[src/rtl/riscv_ex_pkg.sv]
// Shared types for the RV32 execute stage: controller ALU classes, ALU operation codes, datapath width.
// Pure declarations; no timing or flow control.
package riscv_ex_pkg;

  localparam int XLEN = 32;

  typedef enum logic [1:0] {
    LSST   = 2'b00,
    BRANCH = 2'b01,
    RTYPE  = 2'b10,
    ITYPE  = 2'b11
  } alu_op_e;

  typedef enum logic [3:0] {
    OP_AND     = 4'b0000,
    OP_OR      = 4'b0001,
    OP_ADD     = 4'b0010,
    OP_XOR     = 4'b0011,
    OP_SLL     = 4'b0100,
    OP_SRL     = 4'b0101,
    OP_SUB     = 4'b0110,
    OP_SLT     = 4'b0111,
    OP_SRA     = 4'b1000,
    OP_SLTU    = 4'b1001,
    OP_INVALID = 4'b1111
  } alu_operation_e;

  function automatic logic is_base_op(input logic [3:0] op);
    return (op == OP_AND) || (op == OP_OR) || (op == OP_ADD) || (op == OP_SUB);
  endfunction

endpackage

[src/rtl/ex_alu_decode.sv]
// ALU control: (alu_op, {instr[30], funct3}) -> 4-bit operation; combinational, no flow control.
// ALU_EXT_OPS_EN enables shifts/compares/XOR; otherwise only AND/OR/ADD/SUB decode.
module ex_alu_decode
  import riscv_ex_pkg::*;
(
  input  logic [1:0] alu_op_i,
  input  logic [3:0] funct73_i,
  output logic [3:0] operation_o
);

`ifdef ALU_EXT_OPS_EN
  localparam bit ExtOps = 1'b1;
`else
  localparam bit ExtOps = 1'b0;
`endif

  logic [3:0] full_op;

  always_comb begin
    full_op = OP_INVALID;
    case (alu_op_e'(alu_op_i))
      LSST:   full_op = OP_ADD;
      BRANCH: full_op = OP_SUB;
      RTYPE: begin
        case (funct73_i)
          4'b0000: full_op = OP_ADD;
          4'b1000: full_op = OP_SUB;
          4'b0001: full_op = OP_SLL;
          4'b0010: full_op = OP_SLT;
          4'b0011: full_op = OP_SLTU;
          4'b0100: full_op = OP_XOR;
          4'b0101: full_op = OP_SRL;
          4'b1101: full_op = OP_SRA;
          4'b0110: full_op = OP_OR;
          4'b0111: full_op = OP_AND;
          default: full_op = OP_INVALID;
        endcase
      end
      ITYPE: begin
        // instr[30] is part of the immediate for I-type, except on the shift-right encoding
        case (funct73_i[2:0])
          3'b000:  full_op = OP_ADD;
          3'b001:  full_op = OP_SLL;
          3'b010:  full_op = OP_SLT;
          3'b011:  full_op = OP_SLTU;
          3'b100:  full_op = OP_XOR;
          3'b101:  full_op = funct73_i[3] ? OP_SRA : OP_SRL;
          3'b110:  full_op = OP_OR;
          default: full_op = OP_AND;
        endcase
      end
      default: full_op = OP_INVALID;
    endcase
  end

  always_comb begin
    operation_o = full_op;
    if (!ExtOps && !is_base_op(full_op)) operation_o = OP_INVALID;
  end

endmodule

[src/rtl/riscv_ex_stage.sv]
// RV32 execute stage: ALU decode, ALU + zero flag, branch adder; combinational results plus EX/MEM regs (1 cycle, en holds).
// No handshake: one operation per cycle. Extended ALU ops gated by ALU_EXT_OPS_EN in ex_alu_decode.
module riscv_ex_stage
  import riscv_ex_pkg::*;
#(
  parameter int XLEN = riscv_ex_pkg::XLEN
) (
  input  logic            clk,
  input  logic            rst_n,
  input  logic            en,
  input  logic [1:0]      alu_op,
  input  logic [3:0]      funct73,
  input  logic [XLEN-1:0] operand1,
  input  logic [XLEN-1:0] operand2,
  input  logic [XLEN-1:0] pc,
  input  logic [XLEN-1:0] imm,
  output logic [3:0]      operation,
  output logic [XLEN-1:0] alu_result,
  output logic            zero,
  output logic [XLEN-1:0] alu_result_q,
  output logic            zero_q,
  output logic [XLEN-1:0] br_target_q
);

  logic [4:0]      shamt;
  logic [XLEN-1:0] br_target;
  logic [XLEN-1:0] alu_result_d;
  logic            zero_d;
  logic [XLEN-1:0] br_target_d;

  ex_alu_decode u_decode (
    .alu_op_i    (alu_op),
    .funct73_i   (funct73),
    .operation_o (operation)
  );

  assign shamt = operand2[4:0];

  always_comb begin
    alu_result = '0;
    case (operation)
      OP_AND:  alu_result = operand1 & operand2;
      OP_OR:   alu_result = operand1 | operand2;
      OP_ADD:  alu_result = operand1 + operand2;
      OP_SUB:  alu_result = operand1 - operand2;
      OP_XOR:  alu_result = operand1 ^ operand2;
      OP_SLL:  alu_result = operand1 << shamt;
      OP_SRL:  alu_result = operand1 >> shamt;
      OP_SRA:  alu_result = $unsigned($signed(operand1) >>> shamt);
      OP_SLT:  alu_result = {{(XLEN-1){1'b0}}, $signed(operand1) < $signed(operand2)};
      OP_SLTU: alu_result = {{(XLEN-1){1'b0}}, operand1 < operand2};
      default: alu_result = '0;
    endcase
  end

  // Zero is taken from the final result so INVALID (result 0) also reads as zero
  assign zero      = (alu_result == '0);
  assign br_target = pc + imm;

  always_comb begin
    alu_result_d = alu_result_q;
    zero_d       = zero_q;
    br_target_d  = br_target_q;
    if (en) begin
      alu_result_d = alu_result;
      zero_d       = zero;
      br_target_d  = br_target;
    end
  end

  always_ff @(posedge clk or negedge rst_n) begin
    if (!rst_n) begin
      alu_result_q <= '0;
      zero_q       <= 1'b0;
      br_target_q  <= '0;
    end else begin
      alu_result_q <= alu_result_d;
      zero_q       <= zero_d;
      br_target_q  <= br_target_d;
    end
  end

endmodule

[config.mk]
export PLATFORM = sky130hd
export DESIGN_NAME = riscv_ex_stage
export DESIGN_NICKNAME = d
export VERILOG_FILES = /design/src/rtl/riscv_ex_pkg.sv /design/src/rtl/ex_alu_decode.sv /design/src/rtl/riscv_ex_stage.sv
export SDC_FILE = /design/constraint.sdc
export NUM_CORES = 1
export LEC_CHECK = 0
export CAP_MARGIN = 20
export CORE_UTILIZATION = 46
export DETAILED_ROUTE_END_ITERATION = 6
export PLACE_DENSITY = 0.92
export SYNTH_ARGS = -nofsm -noshare
export SYNTH_HDL_FRONTEND = slang
export SYNTH_SLANG_ARGS = --single-unit
[constraint.sdc]
create_clock -name clk -period 3.9 [get_ports clk]
set_clock_uncertainty 0.05 [all_clocks]
set_input_delay 0.39 -clock clk [delete_from_list [all_inputs] [get_ports clk]]
set_output_delay 0.39 -clock clk [all_outputs]
set_load 0.02 [all_outputs]
==> impl_metrics.json, run 1 <==
{
  "fp.dieH_um": 142,
  "gr-usage-all-layers_pct": 63.0,
  "clk_path_buf_depth": 2,
  "clock_sinks": 65,
  "grt_max_degree": 79,
  "yosys_most_used_dff": "dfrtp_1",
  "portBuffers": 238,
  "ys_ff_latch": 65,
  "synth_top_area_cell": "dfrtp_1",
  "outcome": "aborted with a tool error",
  "io_pins": 239,
  "cts_root_buffer": "clkbuf_16",
  "async_reset_ff_share_pct": 100,
  "ys_seq_area_share_pct": 18.2,
  "gp_congestion": 1.13,
  "numCtsBuffers": 9,
  "synth_edf_count": 0,
  "cts_max_level": 3,
  "num_rows": 50,
  "synth.top_cell.area_share_pct": 18.2,
  "cts_hold_buf": 0,
  "dp_hpwl_um": 28300,
  "synth_area_mm2": 0.00896,
  "worst-endpoint-pin-kind": "top-level output",
  "initial_core_util_pct": 47.4,
  "grt-ovfl-total": 3,
  "yosys_warnings": 0,
  "pre_cts_ws_ns": -1.76,
  "synth_cell_type_count": 85,
  "error": "[ERROR GRT-0232] Routing congestion too high. Check the congestion heatmap in the GUI.",
  "syn-num-nets": 1426,
  "lastStage": "5_1_grt",
  "grt-worst-endpoint": "zero",
  "synthCells": 1156,
  "yosys-top-cells-area": "dfrtp_1 (18%), ha_1 (18%), a21oi_1 (6.4%)",
  "dieWidth_um": 142,
  "place_inst": 1877,
  "syn_avg_cell_area_um2": 7.75
}
==> repair_timing <==
item,in CTS
pin swaps,85
gates resized for setup,319
endpoints found under the setup margin,37
buffers inserted,42
==> per-layer routing <==
layer | global-route usage, % | overflow
met1 | 62.3 | 0
met2 | 81.9 | 3
met3 | 47.6 | 0
met4 | 59.0 | 0
met5 | 21.8 | 0
==> synth_stat cells (13+ instances only) <==
cell      number
ha_1         130
inv_1        123
a21oi_1      115
nor2_1       111
nand2_1       68
dfrtp_1       65
o21ai_0       59
xnor2_1       46
clkbuf_1      34
mux2_2        34
a21o_1        27
nor3_1        27
o211ai_1      20
nand2b_1      16
a211oi_1      15
nand3_1       14
nand4_1       14
nor2b_1       13
o21bai_1      13
==> per-stage QoR <==
step | setup TNS, ns | instance area [um^2]
4_1_cts | -0.661 | 15000
3_5_place_dp | -22.69 | 13600
3_3_place_gp | -18.08 | 13600
2_1_floorplan | 0 | 9050
==> cells by family after synthesis <==
kind of cell / share of synthesized area [%]
xor+xnor: 5.38
flops: 18.2
compound gates: 28.5
fa+ha+maj: 18.8
mux: 4.72
simple gates: 16.8
buf+inv: 7.60
==> run 2: changes to the inputs <==
--- a/config.mk
+++ b/config.mk
@@ -6,9 +6,9 @@
 export NUM_CORES = 1
 export LEC_CHECK = 0
 export CAP_MARGIN = 20
-export CORE_UTILIZATION = 46
+export CORE_UTILIZATION = 40
 export DETAILED_ROUTE_END_ITERATION = 6
-export PLACE_DENSITY = 0.92
+export PLACE_DENSITY_LB_ADDON = 0.15
 export SYNTH_ARGS = -nofsm -noshare
 export SYNTH_HDL_FRONTEND = slang
 export SYNTH_SLANG_ARGS = --single-unit
==> constraint.sdc (replaced) <==
create_clock -name clk -period 5.05 [get_ports clk]
set_clock_uncertainty 0.05 [all_clocks]
set_input_delay 0.505 -clock clk [delete_from_list [all_inputs] [get_ports clk]]
set_output_delay 0.505 -clock clk [all_outputs]
set_load 0.02 [all_outputs]
==> impl_metrics.json, run 2 <==
{
  "placed_area_mm2": 0.0132,
  "synth_area_mm2": 0.00896,
  "cp-start-kind": "input port",
  "synth_top_area_cell": "dfrtp_1",
  "syn-num-nets": 1426,
  "rr_startpoint": "br_target_q[8]",
  "tightest_slew_ns": 0.974,
  "dp_hpwl_um": 26600,
  "dieWidth_um": 152,
  "crit_start": "operand1[0]",
  "max_cap_violations": 0,
  "slew_headroom_pct": 35.1,
  "synthMostInstantiatedCell": "ha_1",
  "synth_edf_count": 0,
  "fillers": 2060,
  "min_path_type": "in -> async",
  "utilization_pct": 62.0,
  "rsz0062_at_grt": "true",
  "first_iter_violations": 556,
  "final_cell_mix": "clkdlybuf4s50_1 (227), buf_4 (227), ha_1 (129)",
  "drtAntennaViolNets": 0,
  "clk_path_buf_depth": 2,
  "numCtsBuffers": 9,
  "dieArea_mm2": 0.0230,
  "syn_avg_cell_area_um2": 7.75,
  "ys_seq_area_share_pct": 18.2,
  "clock_sinks": 65,
  "cts_root_buffer": "clkbuf_16",
  "clock_latency_ns": 0.34,
  "ys_ff_latch": 65,
  "netlist_top_cells_count": "ha_1 (130), inv_1 (123), a21oi_1 (115), nor2_1 (111), nand2_1 (68)",
  "initial_core_util_pct": 40.9,
  "num_rows": 54,
  "p_leak_nw": 6.40,
  "clk_pin_slew_ns": 0.07,
  "pre_cts_ws_ns": -0.551,
  "gr-usage-all-layers_pct": 28.3,
  "max_freq_ghz": 0.196,
  "gp_congestion": 0.967,
  "biggestRegsByFlops": "alu_result_q x32, br_target_q x32, zero_q x1",
  "finalHoldViolations": 0,
  "fin_nets": 1851,
  "async_reset_ff_share_pct": 100,
  "drc": 0,
  "grt_pass1_vias": 9634,
  "violations": "negative setup slack",
  "fin_crit_sh_pct": 101,
  "grt-ovfl-total": 0,
  "powerDensity_mw_per_mm2": 246,
  "cp_data_required_time_ns": 4.49,
  "stdcell_area_mm2": 0.0136,
  "drt_first_pass_iters": 5,
  "fp.dieH_um": 152,
  "max-vdd-ir-drop_mv": 0.141,
  "antenna_found_initial": 1,
  "cts_max_level": 3,
  "cp-end-kind": "output pin",
  "reg2reg_slack_ns": 4.15,
  "cts_tree": "built",
  "setup_viol": 1,
  "setup_ws_ns": -0.0396,
  "yosys_most_used_dff": "dfrtp_1",
  "vias": 10100,
  "yosys_warnings": 0,
  "layout-drive-gt1-share_pct": 20.2,
  "crit_end": "zero",
  "crit_fanout": 3,
  "yosys-top-cells-area": "dfrtp_1 (18%), ha_1 (18%), a21oi_1 (6.4%)",
  "drv_slew": 0,
  "grt_max_degree": 79,
  "worstPathArrival_ns": 4.53,
  "drt_wl_total_um": 32800,
  "synth_cell_type_count": 85,
  "rr_endpoint": "br_target_q[8]",
  "r2r_cells": 2,
  "synth.top_cell.area_share_pct": 18.2,
  "wire_per_inst_um": 17.6,
  "io_pins": 239,
  "crit_type": "in -> out",
  "area_growth_pct": 51.4,
  "synthCells": 1156,
  "vias_per_cell": 5.41,
  "outcome": "finished with violations",
  "timing.final.crit_period_ns": 5.09,
  "portBuffers": 238,
  "grt_first_pass_wirelength_um": 50400,
  "whs_ns": 0.244,
  "core-area_mm2": 0.0219
}
[run 2: kinds of logic after synthesis]
logic type                 after synthesis  share of synthesized area (%)
AOI/OAI and AO/OA                      376                           28.5
xor gates and xnor gates                55                           5.38
adders and majority gates              133                           18.8
buffers and inverters                  175                           7.60
DFF                                     65                           18.2
muxes                                   38                           4.72
and+or+nand+nor                        314                           16.8
[run 2: critical path: stages]
cell,delay [ns]
clkdlybuf4s50_1,0.43
inv_1,0.09
ha_1,0.17
inv_1,0.06
fa_1,0.38
nor2b_1,0.17
o211ai_1,0.28
a21oi_2,0.14
a32oi_2,0.28
o311ai_2,0.12
buf_4,0.17
a32oi_1,0.22
xnor2_1,0.09
a21oi_1,0.18
or3b_4,0.41
nor4_4,0.30
nand4_1,0.22
nor3_2,0.15
buf_4,0.17
[run 2: worst min path at each step]
| stage | to | slack [ns] | cells past startpoint |
|---|---|---|---|
| after floorplan | alu_result_q[0] | 0.16 | 0 |
| after global placement | br_target_q[7] | 0.41 | 1 |
| after detailed placement | zero_q | 0.43 | 2 |
| after CTS | br_target_q[16] | 0.28 | 1 |
| after global routing | br_target_q[15] | 0.32 | 1 |
| final | br_target_q[18] | 0.24 | 1 |
[run 2: routing by layer]
layer | GRT usage (%) | wire length (um)
met5 | 0 | 0
met4 | 9.46 | 868
met3 | 4.82 | 2310
met2 | 47.6 | 15200
met1 | 36.2 | 14400
[run 2: per-stage QoR]
step           total power, W  instances  TNS (ns)
6_report              0.00333       1867   -0.0396
5_1_grt               0.00354       1866    -0.271
3_3_place_gp          0.00267       1849    -0.712
3_5_place_dp          0.00268       1849    -0.868
2_1_floorplan         0.00170       1156         0
4_1_cts               0.00333       1865   -0.0401
[run 2: final cells by class]
type,count,area [um^2],area share (%)
multi-input combinational,916,6750,49.7
timing repair buffer,463,4090,30.1
sequential,65,1630,12.0
inverter,126,473,3.49
tap,280,350,2.58
clock buffer,9,225,1.66
clock inverter,7,55.1,0.406
antenna,1,2.50,0.0184
[run 2: power breakdown]
group          total [W]  switching, W  internal, W
sequential      0.000688     0.0000570     0.000631
clock           0.000631      0.000294     0.000337
combinational    0.00201       0.00103     0.000982
total            0.00333       0.00138      0.00195
[run 2: timing repair]
item	in CTS	in global routing
endpoints found under the setup margin	6	8
hold buffers	0	0
resized for setup	17	18
buffers inserted	0	1
pin swaps	6	7
Note: power is estimated with default switching activity, not from simulation.
